`src/rtl/ibis_pkg.sv`:
```
// Shared types and constants for the ibis mapper sequencer.
// Also holds the 10-phase mapper ring length and the identity matrix element.
package ibis_pkg;

  typedef enum logic [1:0] {
    IDLE   = 2'd0,
    LOAD   = 2'd1,
    RENDER = 2'd2,
    DRAIN  = 2'd3
  } seq_state_t;

  localparam int                MAP_PHASES      = 10;
  localparam logic [3:0]        LAST_PHASE      = 4'(MAP_PHASES - 1);
  localparam logic signed [11:0] MATRIX_IDENTITY = 12'sh010;

endpackage

```
`src/rtl/ibis_pixel_outbuf.sv`:
```
// One-entry pixel output register: capture marks a pixel pending, and mapper data is copied out when the slot frees.
// Pending-to-valid takes one cycle; outputs hold steady while valid is high and ready is low.
module ibis_pixel_outbuf #(
  parameter int WIDTH = 10
) (
  input  logic             clk,
  input  logic             rst_n,
  input  logic             capture,
  input  logic [WIDTH-1:0] cap_x,
  input  logic [WIDTH-1:0] cap_y,
  input  logic             cap_last,
  input  logic [8:0]       pix_in,
  output logic             pending,
  output logic             valid,
  input  logic             ready,
  output logic [8:0]       data,
  output logic [WIDTH-1:0] x,
  output logic [WIDTH-1:0] y,
  output logic             last,
  output logic             done
);

  logic [WIDTH-1:0] pend_x;
  logic [WIDTH-1:0] pend_y;
  logic             pend_last;
  logic             move;

  assign move = pending && (!valid || ready);
  assign done = valid && ready && last;

  always_ff @(posedge clk) begin
    if (!rst_n) begin
      pending   <= 1'b0;
      pend_x    <= '0;
      pend_y    <= '0;
      pend_last <= 1'b0;
      valid     <= 1'b0;
      data      <= '0;
      x         <= '0;
      y         <= '0;
      last      <= 1'b0;
    end else begin
      if (capture) begin
        pending   <= 1'b1;
        pend_x    <= cap_x;
        pend_y    <= cap_y;
        pend_last <= cap_last;
      end else if (move) begin
        pending <= 1'b0;
      end

      // The mapper holds its result while the ring is parked, so the copy may lag the capture.
      if (move) begin
        valid <= 1'b1;
        data  <= pix_in;
        x     <= pend_x;
        y     <= pend_y;
        last  <= pend_last;
      end else if (ready) begin
        valid <= 1'b0;
      end
    end
  end

endmodule

```
`src/rtl/ibis_mapper_sequencer.sv`:
```
// Drives one ibis_forward_mapper: texel upload passes (LOAD) and a raster scan of one pass per pixel (RENDER).
// First pixel appears 11 cycles after its phase-0 enable; a stalled pixel stream parks the ring at phase 9.
module ibis_mapper_sequencer
  import ibis_pkg::*;
#(
  parameter int TILE_SIZE_POW2 = 5,
  parameter int WIDTH          = 10,
  parameter int SCAN_W         = 128,
  parameter int SCAN_H         = 128
) (
  input  logic                        aclk,
  input  logic                        aresetn,
  input  logic                        cmd_load,
  input  logic                        cmd_render,
  input  logic signed [11:0]          cfg_matrix_a,
  input  logic signed [11:0]          cfg_matrix_b,
  input  logic signed [11:0]          cfg_matrix_c,
  input  logic signed [11:0]          cfg_matrix_d,
  input  logic                        s_texel_valid,
  output logic                        s_texel_ready,
  input  logic [2*TILE_SIZE_POW2-1:0] s_texel_addr,
  input  logic [8:0]                  s_texel_data,
  input  logic                        s_texel_last,
  output logic                        m_pix_valid,
  input  logic                        m_pix_ready,
  output logic [8:0]                  m_pix_data,
  output logic [WIDTH-1:0]            m_pix_x,
  output logic [WIDTH-1:0]            m_pix_y,
  output logic                        m_pix_last,
  output logic                        busy,
  output logic                        frame_done,
  output logic                        phase_err,
  output logic                        map_enable,
  output logic [3:0]                  map_write_matrix,
  output logic                        map_write_texels,
  output logic [WIDTH-1:0]            map_x,
  output logic [WIDTH-1:0]            map_y,
  output logic signed [11:0]          map_matrixA,
  output logic signed [11:0]          map_matrixB,
  output logic signed [11:0]          map_matrixC,
  output logic signed [11:0]          map_matrixD,
  output logic [2*TILE_SIZE_POW2-1:0] map_in_address,
  output logic [8:0]                  map_in_data,
  input  logic [8:0]                  map_out_data,
  input  logic                        map_cycle_complete
);

  localparam logic [WIDTH-1:0] X_LAST = WIDTH'(SCAN_W - 1);
  localparam logic [WIDTH-1:0] Y_LAST = WIDTH'(SCAN_H - 1);

  seq_state_t state, state_nxt;

  logic [3:0]         phase;
  logic [WIDTH-1:0]   x_cnt;
  logic [WIDTH-1:0]   y_cnt;
  logic signed [11:0] cfg_a, cfg_b, cfg_c, cfg_d;
  logic               first_pass;
  logic               load_last;
  logic               pass_last;
  logic               launch;
  logic               capture;
  logic               pix_pending;
  logic               scan_end;

  assign scan_end = (x_cnt == X_LAST) && (y_cnt == Y_LAST);
  assign launch   = map_enable && (phase == 4'd0);
  assign capture  = map_enable && (phase == LAST_PHASE) &&
                    ((state == RENDER) || (state == DRAIN));
  assign busy     = (state != IDLE);

  always_comb begin
    state_nxt     = state;
    map_enable    = 1'b0;
    s_texel_ready = (state == LOAD) && (phase == 4'd0);

    if (phase == 4'd0) begin
      map_enable = ((state == LOAD) && s_texel_valid) || (state == RENDER);
    end else if (phase == LAST_PHASE) begin
      map_enable = !pix_pending;
    end else begin
      map_enable = 1'b1;
    end

    case (state)
      IDLE: begin
        if (cmd_load) begin
          state_nxt = LOAD;
        end else if (cmd_render) begin
          state_nxt = RENDER;
        end
      end
      LOAD: begin
        if (map_enable && (phase == LAST_PHASE) && load_last) begin
          state_nxt = IDLE;
        end
      end
      RENDER: begin
        if (launch && scan_end) begin
          state_nxt = DRAIN;
        end
      end
      // Ring back at phase 0 means the final pass has been captured, not just launched.
      DRAIN: begin
        if ((phase == 4'd0) && !pix_pending && !m_pix_valid) begin
          state_nxt = IDLE;
        end
      end
      default: state_nxt = IDLE;
    endcase
  end

  always_ff @(posedge aclk) begin
    if (!aresetn) begin
      state            <= IDLE;
      phase            <= 4'd0;
      x_cnt            <= '0;
      y_cnt            <= '0;
      cfg_a            <= MATRIX_IDENTITY;
      cfg_b            <= 12'sh000;
      cfg_c            <= 12'sh000;
      cfg_d            <= MATRIX_IDENTITY;
      first_pass       <= 1'b0;
      load_last        <= 1'b0;
      pass_last        <= 1'b0;
      phase_err        <= 1'b0;
      map_write_matrix <= 4'h0;
      map_write_texels <= 1'b0;
      map_x            <= '0;
      map_y            <= '0;
      map_matrixA      <= 12'sh000;
      map_matrixB      <= 12'sh000;
      map_matrixC      <= 12'sh000;
      map_matrixD      <= 12'sh000;
      map_in_address   <= '0;
      map_in_data      <= '0;
    end else begin
      state     <= state_nxt;
      phase_err <= phase_err | (map_cycle_complete != (phase == LAST_PHASE));

      if (map_enable) begin
        phase <= (phase == LAST_PHASE) ? 4'd0 : phase + 4'd1;
      end

      if (state == IDLE) begin
        if (cmd_load) begin
          load_last <= 1'b0;
        end else if (cmd_render) begin
          x_cnt      <= '0;
          y_cnt      <= '0;
          cfg_a      <= cfg_matrix_a;
          cfg_b      <= cfg_matrix_b;
          cfg_c      <= cfg_matrix_c;
          cfg_d      <= cfg_matrix_d;
          first_pass <= 1'b1;
        end
      end

      if (launch && (state == LOAD)) begin
        map_in_address   <= s_texel_addr;
        map_in_data      <= s_texel_data;
        map_write_texels <= 1'b1;
        map_write_matrix <= 4'h0;
        load_last        <= s_texel_last;
      end

      if (launch && (state == RENDER)) begin
        map_x            <= x_cnt;
        map_y            <= y_cnt;
        map_write_texels <= 1'b0;
        map_write_matrix <= first_pass ? 4'hF : 4'h0;
        first_pass       <= 1'b0;
        map_matrixA      <= cfg_a;
        map_matrixB      <= cfg_b;
        map_matrixC      <= cfg_c;
        map_matrixD      <= cfg_d;
        pass_last        <= scan_end;
        if (x_cnt == X_LAST) begin
          x_cnt <= '0;
          y_cnt <= y_cnt + 1'b1;
        end else begin
          x_cnt <= x_cnt + 1'b1;
        end
      end
    end
  end

  ibis_pixel_outbuf #(
    .WIDTH(WIDTH)
  ) u_outbuf (
    .clk     (aclk),
    .rst_n   (aresetn),
    .capture (capture),
    .cap_x   (map_x),
    .cap_y   (map_y),
    .cap_last(pass_last),
    .pix_in  (map_out_data),
    .pending (pix_pending),
    .valid   (m_pix_valid),
    .ready   (m_pix_ready),
    .data    (m_pix_data),
    .x       (m_pix_x),
    .y       (m_pix_y),
    .last    (m_pix_last),
    .done    (frame_done)
  );

endmodule
```
`config.mk`:
```
export PLATFORM = sky130hd
export DESIGN_NAME = ibis_mapper_sequencer
export DESIGN_NICKNAME = d
export VERILOG_FILES = /design/src/rtl/ibis_pkg.sv /design/src/rtl/ibis_pixel_outbuf.sv /design/src/rtl/ibis_mapper_sequencer.sv
export SDC_FILE = /design/constraint.sdc
export NUM_CORES = 1
export LEC_CHECK = 0
export CORE_UTILIZATION = 44
export DETAILED_ROUTE_END_ITERATION = 8
export PLACE_DENSITY = 0.76
export SETUP_SLACK_MARGIN = 0.1
export SLEW_MARGIN = 40
export SYNTH_ARGS = -nofsm -noshare
export SYNTH_HDL_FRONTEND = slang
export SYNTH_SLANG_ARGS = --single-unit
export TNS_END_PERCENT = 20
```
`constraint.sdc`:
```
create_clock -name aclk -period 1.8 [get_ports aclk]
set_input_delay 0.36 -clock aclk [delete_from_list [all_inputs] [get_ports aclk]]
set_output_delay 0.36 -clock aclk [all_outputs]
set_load 0.02 [all_outputs]
```
### Word-level counts from Yosys, hierarchy flattened

Index checks and enable logic that the tools add are counted.

| operators by class | value |
|---|---|
| $mul | 0 |
| magnitude comparators | 0 |
| divide/modulo/power cells | 0 |
| bitwise operators | 3 |
| reductions and logical operators | 35 |
| mux-type cells | 29 |
| shift-type cells | 0 |
| $add $sub $neg | 3 |
| equal/unequal tests | 12 |

Operators by type and width:

| operator | count |
|---|---|
| $mux W10 | 10 |
| $add A10 B1 Y10 const B | 2 |
| $eq A10 B7 Y1 const B | 2 |
| $mux W4 | 4 |
| $reduce_bool A2 Y1 | 8 |
| $logic_and A1 B1 Y1 | 15 |
| $mux W2 | 5 |
| $mux W1 | 9 |
| $ne A2 B1 Y1 const B | 4 |
| $pmux W2 S4 | 1 |
| $reduce_and A3 Y1 | 2 |
| $add A4 B1 Y4 const B | 1 |
| $eq A2 B2 Y1 const B | 2 |
| $eq A4 B4 Y1 const B | 1 |
| $logic_not A4 Y1 | 1 |
| $reduce_and A4 Y1 | 1 |
| $logic_or A1 B1 Y1 | 3 |
| $ne A3 B3 Y1 const B | 1 |
| $eq A2 B1 Y1 const B | 1 |
| $logic_not A1 Y1 | 2 |
| $logic_not A2 Y1 | 1 |
| $not A1 Y1 | 2 |
| $reduce_and A2 Y1 | 1 |
| $reduce_or A2 Y1 | 1 |
| 2 further kinds | 2 |

| storage, ports and cells | value |
|---|---|
| register bits | 223 |
| output and inout port bits | 128 |
| memories | 0 |
| bits in writable memories | 0 |
| bits in latches | 0 |
| word-level logic and storage cells | 113 |
| memory bits (read-only) | 0 |

### Depth between registers and ports, before layout

| depth | value |
|---|---|
| word-level depth | 8 |
| gate-level depth with buffers | 7 |
| depth with buffers taken out | 5 |

### Hierarchy

Synthesis repeated with hierarchy kept, for this count alone.

| unflattened totals | value |
|---|---|
| cell total of the unflattened synthesis | 1007 |
| area total of the unflattened synthesis | 8466.9 µm² |

By module, submodules not included:

| module | area an instance (µm²) | sequential area each (µm²) | instances | cells an instance |
|---|---|---|---|---|
| ibis_mapper_sequencer | 6356.1 | 3343.2 | 1 | 800 |
| ibis_pixel_outbuf | 2110.8 | 1061.0 | 1 | 207 |

### Least setup slack after synthesis

No wires, ideal clock.

| timing path | value |
|---|---|
| kind | register to output |
| start point | register phase[1] |
| end point | output port s_texel_ready |
| path slack | -2 ps |
| path buffers | 1 |
| arrival time | 1442 ps |
| cell stages (with the launch flop) | 4 |
| cell sequence | dfxtp_1 buf_2 or4_4 nor3_1 |

| between the ends | value |
|---|---|
| cells in the longest elaborated chain, start to end | 2 |

Ends and longest elaborated chain:

| element | line | text |
|---|---|---|
| start: declaration | ibis_mapper_sequencer.sv:53 | `logic [3:0] phase;` |
| start signal: assignment | ibis_mapper_sequencer.sv:141 | `phase <= (phase == LAST_PHASE) ? 4'd0 : phase + 4'd1;` |
| $logic_not A4 Y1 | ibis_mapper_sequencer.sv:74 | `s_texel_ready = (state == LOAD) && (phase == 4'd0);` |
| $logic_and A1 B1 Y1 | ibis_mapper_sequencer.sv:74 |  |
| end: declaration | ibis_mapper_sequencer.sv:20 | `output logic s_texel_ready,` |

Every way passes these cells.

### Worst setup path in the final report

| timing path | value |
|---|---|
| start point | register phase[3] |
| end point | output port s_texel_ready |

The elaborated chain is that of the path after synthesis.

==> impl_metrics.prom <==
# TYPE chip_impl_metric gauge
chip_impl_metric{name="clkSlewWorstSetupHoldPaths",unit="ns"} 0.06
chip_impl_metric{name="report.final.hold_viol_count",unit=""} 0
chip_impl_metric{name="cts.htree.levels",unit=""} 1
chip_impl_metric{name="drt_first_iter_violations",unit=""} 492
chip_impl_metric{name="grt_start_max_net_pins",unit=""} 78
chip_impl_metric{name="overflow",unit=""} 0
chip_impl_metric{name="netlist_instances",unit=""} 1037
chip_impl_metric{name="min_period_over_period",unit="%"} 111.5
chip_impl_metric{name="worst_pin_slew",unit="ns"} 0.4490
chip_impl_metric{name="holdWs",unit="ns"} 0.4053
chip_impl_info{name="rsz_0062_raised_after_global_routing",value="true"} 1
chip_impl_metric{name="pwr-share-seq",unit="%"} 44.6
chip_impl_metric{name="grt_pass1_vias",unit=""} 7436
chip_impl_info{name="clock_tree_from_tritoncts",value="built"} 1
chip_impl_metric{name="crit_fanout",unit=""} 2
chip_impl_metric{name="die_area",unit="µm²"} 19200
chip_impl_metric{name="post-route-min-period",unit="ns"} 2.008
chip_impl_info{name="result_of_the_run",value="finished, violations left"} 1
chip_impl_metric{name="grt.total_usage",unit="%"} 22.55
chip_impl_metric{name="synth_edf_count",unit=""} 0
chip_impl_metric{name="mappedNetlistArea",unit="µm²"} 8204
chip_impl_metric{name="p_clk_share",unit="%"} 41.2
chip_impl_metric{name="max_freq",unit="MHz"} 498.1
chip_impl_metric{name="async_reset_ff_share",unit="%"} 0
chip_impl_info{name="clock_tree.root_cell",value="sky130_fd_sc_hd__clkbuf_16"} 1
chip_impl_metric{name="final_nets",unit=""} 1376
chip_impl_metric{name="maxSlewViolCount",unit=""} 0
chip_impl_metric{name="irDropWorstVdd",unit="V"} 0.0006785
chip_impl_metric{name="power.switching",unit="µW"} 2770
chip_impl_metric{name="boundary_pins",unit=""} 212
chip_impl_info{name="failing_checks",value="DRC, setup timing"} 1
chip_impl_metric{name="internal_power",unit="µW"} 8626
chip_impl_metric{name="chipHeight",unit="µm"} 138.6
chip_impl_metric{name="core_area",unit="µm²"} 18150
chip_impl_metric{name="cts_made_buffers",unit=""} 23
chip_impl_metric{name="clk-insertion-delay-late",unit="ns"} 0.50
chip_impl_info{name="synth_flop_cell",value="sky130_fd_sc_hd__dfxtp_1"} 1
chip_impl_metric{name="grt_antenna_before_repair",unit=""} 0
chip_impl_metric{name="postCtsHoldBufs",unit=""} 0
chip_impl_metric{name="switching_share",unit="%"} 24.31
chip_impl_metric{name="initial_core_util",unit="%"} 45.21
chip_impl_metric{name="std_cell_rows",unit=""} 49
chip_impl_info{name="timing.critical_path.from_type",value="register"} 1
chip_impl_metric{name="multi_input_area",unit="µm²"} 3660
chip_impl_metric{name="synth_sequential_area_ratio",unit="%"} 53.68
chip_impl_metric{name="global_route_wire_length_before_repair",unit="µm"} 36360
chip_impl_metric{name="n_fill_cell",unit=""} 1548
chip_impl_metric{name="max-slew-margin-rel",unit="%"} 70.07
chip_impl_metric{name="totalWireLength",unit="µm"} 22580
chip_impl_metric{name="n_antenna_cell",unit=""} 0
chip_impl_metric{name="clock_path_buffers",unit=""} 3
chip_impl_metric{name="ant_nets",unit=""} 0
chip_impl_metric{name="worst_clock_skew",unit="ns"} 0.01352
chip_impl_info{name="min-delay-path-class",value="in2reg"} 1
chip_impl_info{name="endpoint_kind",value="primary output"} 1
chip_impl_metric{name="detailroute.via_count",unit=""} 7976
chip_impl_metric{name="synth_area_per_cell",unit="µm²"} 7.911
chip_impl_metric{name="leakagePower",unit="µW"} 0.004832
chip_impl_metric{name="clock_sinks",unit=""} 220
chip_impl_metric{name="place_worst_setup_slack",unit="ns"} -0.3936
chip_impl_metric{name="die_width",unit="µm"} 138.6
chip_impl_metric{name="worst-endpoint-arrival",unit="ns"} 1.65
chip_impl_metric{name="postSynthRegisterBits",unit=""} 220
chip_impl_metric{name="drc_errors",unit=""} 33
chip_impl_metric{name="area.sequential",unit="µm²"} 4413
chip_impl_metric{name="layout_setup_ws",unit="ns"} -0.2076
chip_impl_metric{name="max_cap_viol_count",unit=""} 0
chip_impl_metric{name="syn_nets",unit=""} 1123
chip_impl_metric{name="portBuffers",unit=""} 211
chip_impl_metric{name="yosysUniqueCellTypes",unit=""} 53
chip_impl_metric{name="final_setup_fails",unit=""} 75
chip_impl_metric{name="area_grow_syn2layout",unit="%"} 47.54
chip_impl_metric{name="detailedPlacementHpwl",unit="µm"} 14370
chip_impl_metric{name="drive_gt1_share",unit="%"} 15.47
chip_impl_metric{name="post_drt_wl_per_cell",unit="µm"} 14.71
chip_impl_metric{name="route.detailed.vias_per_inst",unit=""} 5.196
chip_impl_metric{name="place_congestion",unit=""} 0.8370
chip_impl_metric{name="drt-pass1-iter-count",unit=""} 7
chip_impl_metric{name="yosys_warnings",unit=""} 0
chip_impl_info{name="timing_worst_setup_path_type",value="reg2out"} 1
chip_impl_metric{name="power.density",unit="nW/µm²"} 941.4
chip_impl_metric{name="required_time_worst_endpoint",unit="ns"} 1.44
chip_impl_metric{name="pwr-share-comb",unit="%"} 14.2
## final timing paths
check,slack (ns),startpoint,end,cells after the start
worst max-delay path,-0.21,phase[3]$_SDFFE_PN0N_,s_texel_ready,3
worst min register to register,0.44,u_outbuf.pend_y[9]$_SDFFE_PN0P_,u_outbuf.y[9]$_SDFFE_PN0P_,2
worst min-delay path,0.41,s_texel_data[8],map_in_data[8]$_SDFFE_PN0P_,3
worst max register to register,-0.20,phase[3]$_SDFFE_PN0N_,y_cnt[8]$_SDFF_PN0_,8
## synth_stat cells, types with 2 or more instances
cell	n	area, µm²
sky130_fd_sc_hd__nand2_1	394	1479
sky130_fd_sc_hd__a311oi_1	4	35.03
sky130_fd_sc_hd__buf_2	9	45.04
sky130_fd_sc_hd__a31oi_1	5	31.28
sky130_fd_sc_hd__o21ai_0	5	25.02
sky130_fd_sc_hd__o21a_1	5	37.54
sky130_fd_sc_hd__inv_1	4	15.01
sky130_fd_sc_hd__a41oi_1	2	17.52
sky130_fd_sc_hd__and3_1	7	43.79
sky130_fd_sc_hd__ha_1	2	25.02
sky130_fd_sc_hd__nor4_1	4	25.02
sky130_fd_sc_hd__nand3_1	22	110.1
sky130_fd_sc_hd__clkbuf_1	55	206.5
sky130_fd_sc_hd__or4_1	2	15.01
sky130_fd_sc_hd__nor2_1	16	60.06
sky130_fd_sc_hd__a21oi_1	198	991.0
sky130_fd_sc_hd__nand4b_1	3	26.28
sky130_fd_sc_hd__a22oi_1	2	15.01
sky130_fd_sc_hd__buf_4	11	82.58
sky130_fd_sc_hd__o31a_1	2	17.52
sky130_fd_sc_hd__nor3_1	7	35.03
sky130_fd_sc_hd__dfxtp_1	220	4404
sky130_fd_sc_hd__a211oi_1	2	15.01
sky130_fd_sc_hd__o211ai_1	6	45.04
sky130_fd_sc_hd__nor2b_1	7	43.79
sky130_fd_sc_hd__a22o_1	3	26.28
sky130_fd_sc_hd__or3_1	5	31.28
sky130_fd_sc_hd__xnor2_1	3	26.28
sky130_fd_sc_hd__nand4_1	4	25.02
sky130_fd_sc_hd__nand2b_1	4	25.02
sky130_fd_sc_hd__o21bai_1	2	15.01
## metal layers
layer	routed length, µm	GRT usage, %	vias up
met3	1523	4.316	47
met1	9724	29.10	3690
met4	436	6.505	0
li1	-	-	3963
met5	0	0	-
met2	10900	38.34	276
## final cells by class
type / instances / share of cell area (%)
Sequential cell: 220 / 36.46
Timing Repair Buffer: 305 / 24.63
Clock inverter: 9 / 0.9923
Tap cell: 229 / 2.367
Multi-Input combinational cell: 735 / 30.24
Inverter: 5 / 0.1964
Clock buffer: 32 / 5.117
## cell families (layout without fill, tap and decap cells)
kind of cell,Yosys count,count (layout),share of synthesized area (%)
AOI/OAI and AO/OA,243,243,16.24
xor gates and xnor gates,4,4,0.4271
adders and majority gates,2,2,0.3050
buffers and inverters,82,351,4.484
DFF,220,220,53.68
and+or+nand+nor,486,486,24.86
## worst max-delay path, cell delays in order (launching register included)
cell and delay (ns):
sky130_fd_sc_hd__dfxtp_2 0.32, sky130_fd_sc_hd__or4_4 0.54, sky130_fd_sc_hd__nor3_2 0.12, sky130_fd_sc_hd__buf_4 0.17
## layout by cell type, fill, tap and decap left out, types with 4 or more instances in the layout
master,Yosys,layout
sky130_fd_sc_hd__nand2b_1,4,4
sky130_fd_sc_hd__clkinv_2,0,6
sky130_fd_sc_hd__clkdlybuf4s50_1,0,83
sky130_fd_sc_hd__nand4_1,4,4
sky130_fd_sc_hd__nor2_1,16,16
sky130_fd_sc_hd__nand3_1,22,21
sky130_fd_sc_hd__nand2_2,0,9
sky130_fd_sc_hd__clkbuf_16,0,26
sky130_fd_sc_hd__a21oi_2,0,34
sky130_fd_sc_hd__buf_6,1,10
sky130_fd_sc_hd__nand2_1,394,385
sky130_fd_sc_hd__nor3_1,7,4
sky130_fd_sc_hd__buf_12,0,13
sky130_fd_sc_hd__dlygate4sd2_1,0,122
sky130_fd_sc_hd__buf_4,11,64
sky130_fd_sc_hd__a311oi_1,4,4
sky130_fd_sc_hd__inv_1,4,4
sky130_fd_sc_hd__nor4_1,4,4
sky130_fd_sc_hd__o211ai_1,6,6
sky130_fd_sc_hd__or3_1,5,4
sky130_fd_sc_hd__clkbuf_1,55,8
sky130_fd_sc_hd__and3_1,7,5
sky130_fd_sc_hd__buf_8,0,6
sky130_fd_sc_hd__a21oi_1,198,164
sky130_fd_sc_hd__dfxtp_1,220,215
sky130_fd_sc_hd__a31oi_1,5,5
sky130_fd_sc_hd__dfxtp_2,0,4
sky130_fd_sc_hd__nor2b_1,7,4
sky130_fd_sc_hd__o21a_1,5,5
## sequential cells by signal, indices dropped and copies added (netlist names), 12 cells and up
name and cells:
cfg_a 12, cfg_b 12, cfg_c 12, cfg_d 12, map_matrixA 12, map_matrixB 12
map_matrixC 12, map_matrixD 12
## power groups by stage
stage	sequential [µW]	combinational (µW)	clock, µW
finish	5080	1620	4690
global route	5100	1730	5000
CTS	5080	1500	4780
detailed placement	5190	1400	0
global placement	5180	1380	0
floorplan	5240	657	0
## stage by stage
stage | setup TNS [ns] | util [%] | cell area (µm²) | cells | power (µW)
floorplan | 0 | - | 8209 | 1037 | 5893
global placement | -20.08 | 60.52 | 10980 | 1476 | 6567
detailed placement | -20.74 | 60.52 | 10980 | 1476 | 6590
CTS | -4.746 | 64.97 | 11790 | 1528 | 11370
global route | -14.78 | 66.70 | 12100 | 1535 | 11830
finish | -9.659 | 66.70 | 12100 | 1535 | 11400
## timing repair
action | CTS | global route
resized for setup | 175 | 58
gates cloned | 1 | 3
pin swaps | 15 | 16
buffers inserted | 10 | 4
setup endpoints to repair | 276 | 150
hold endpoints to repair | 0 | 0
(Power assumes the default switching activity.)
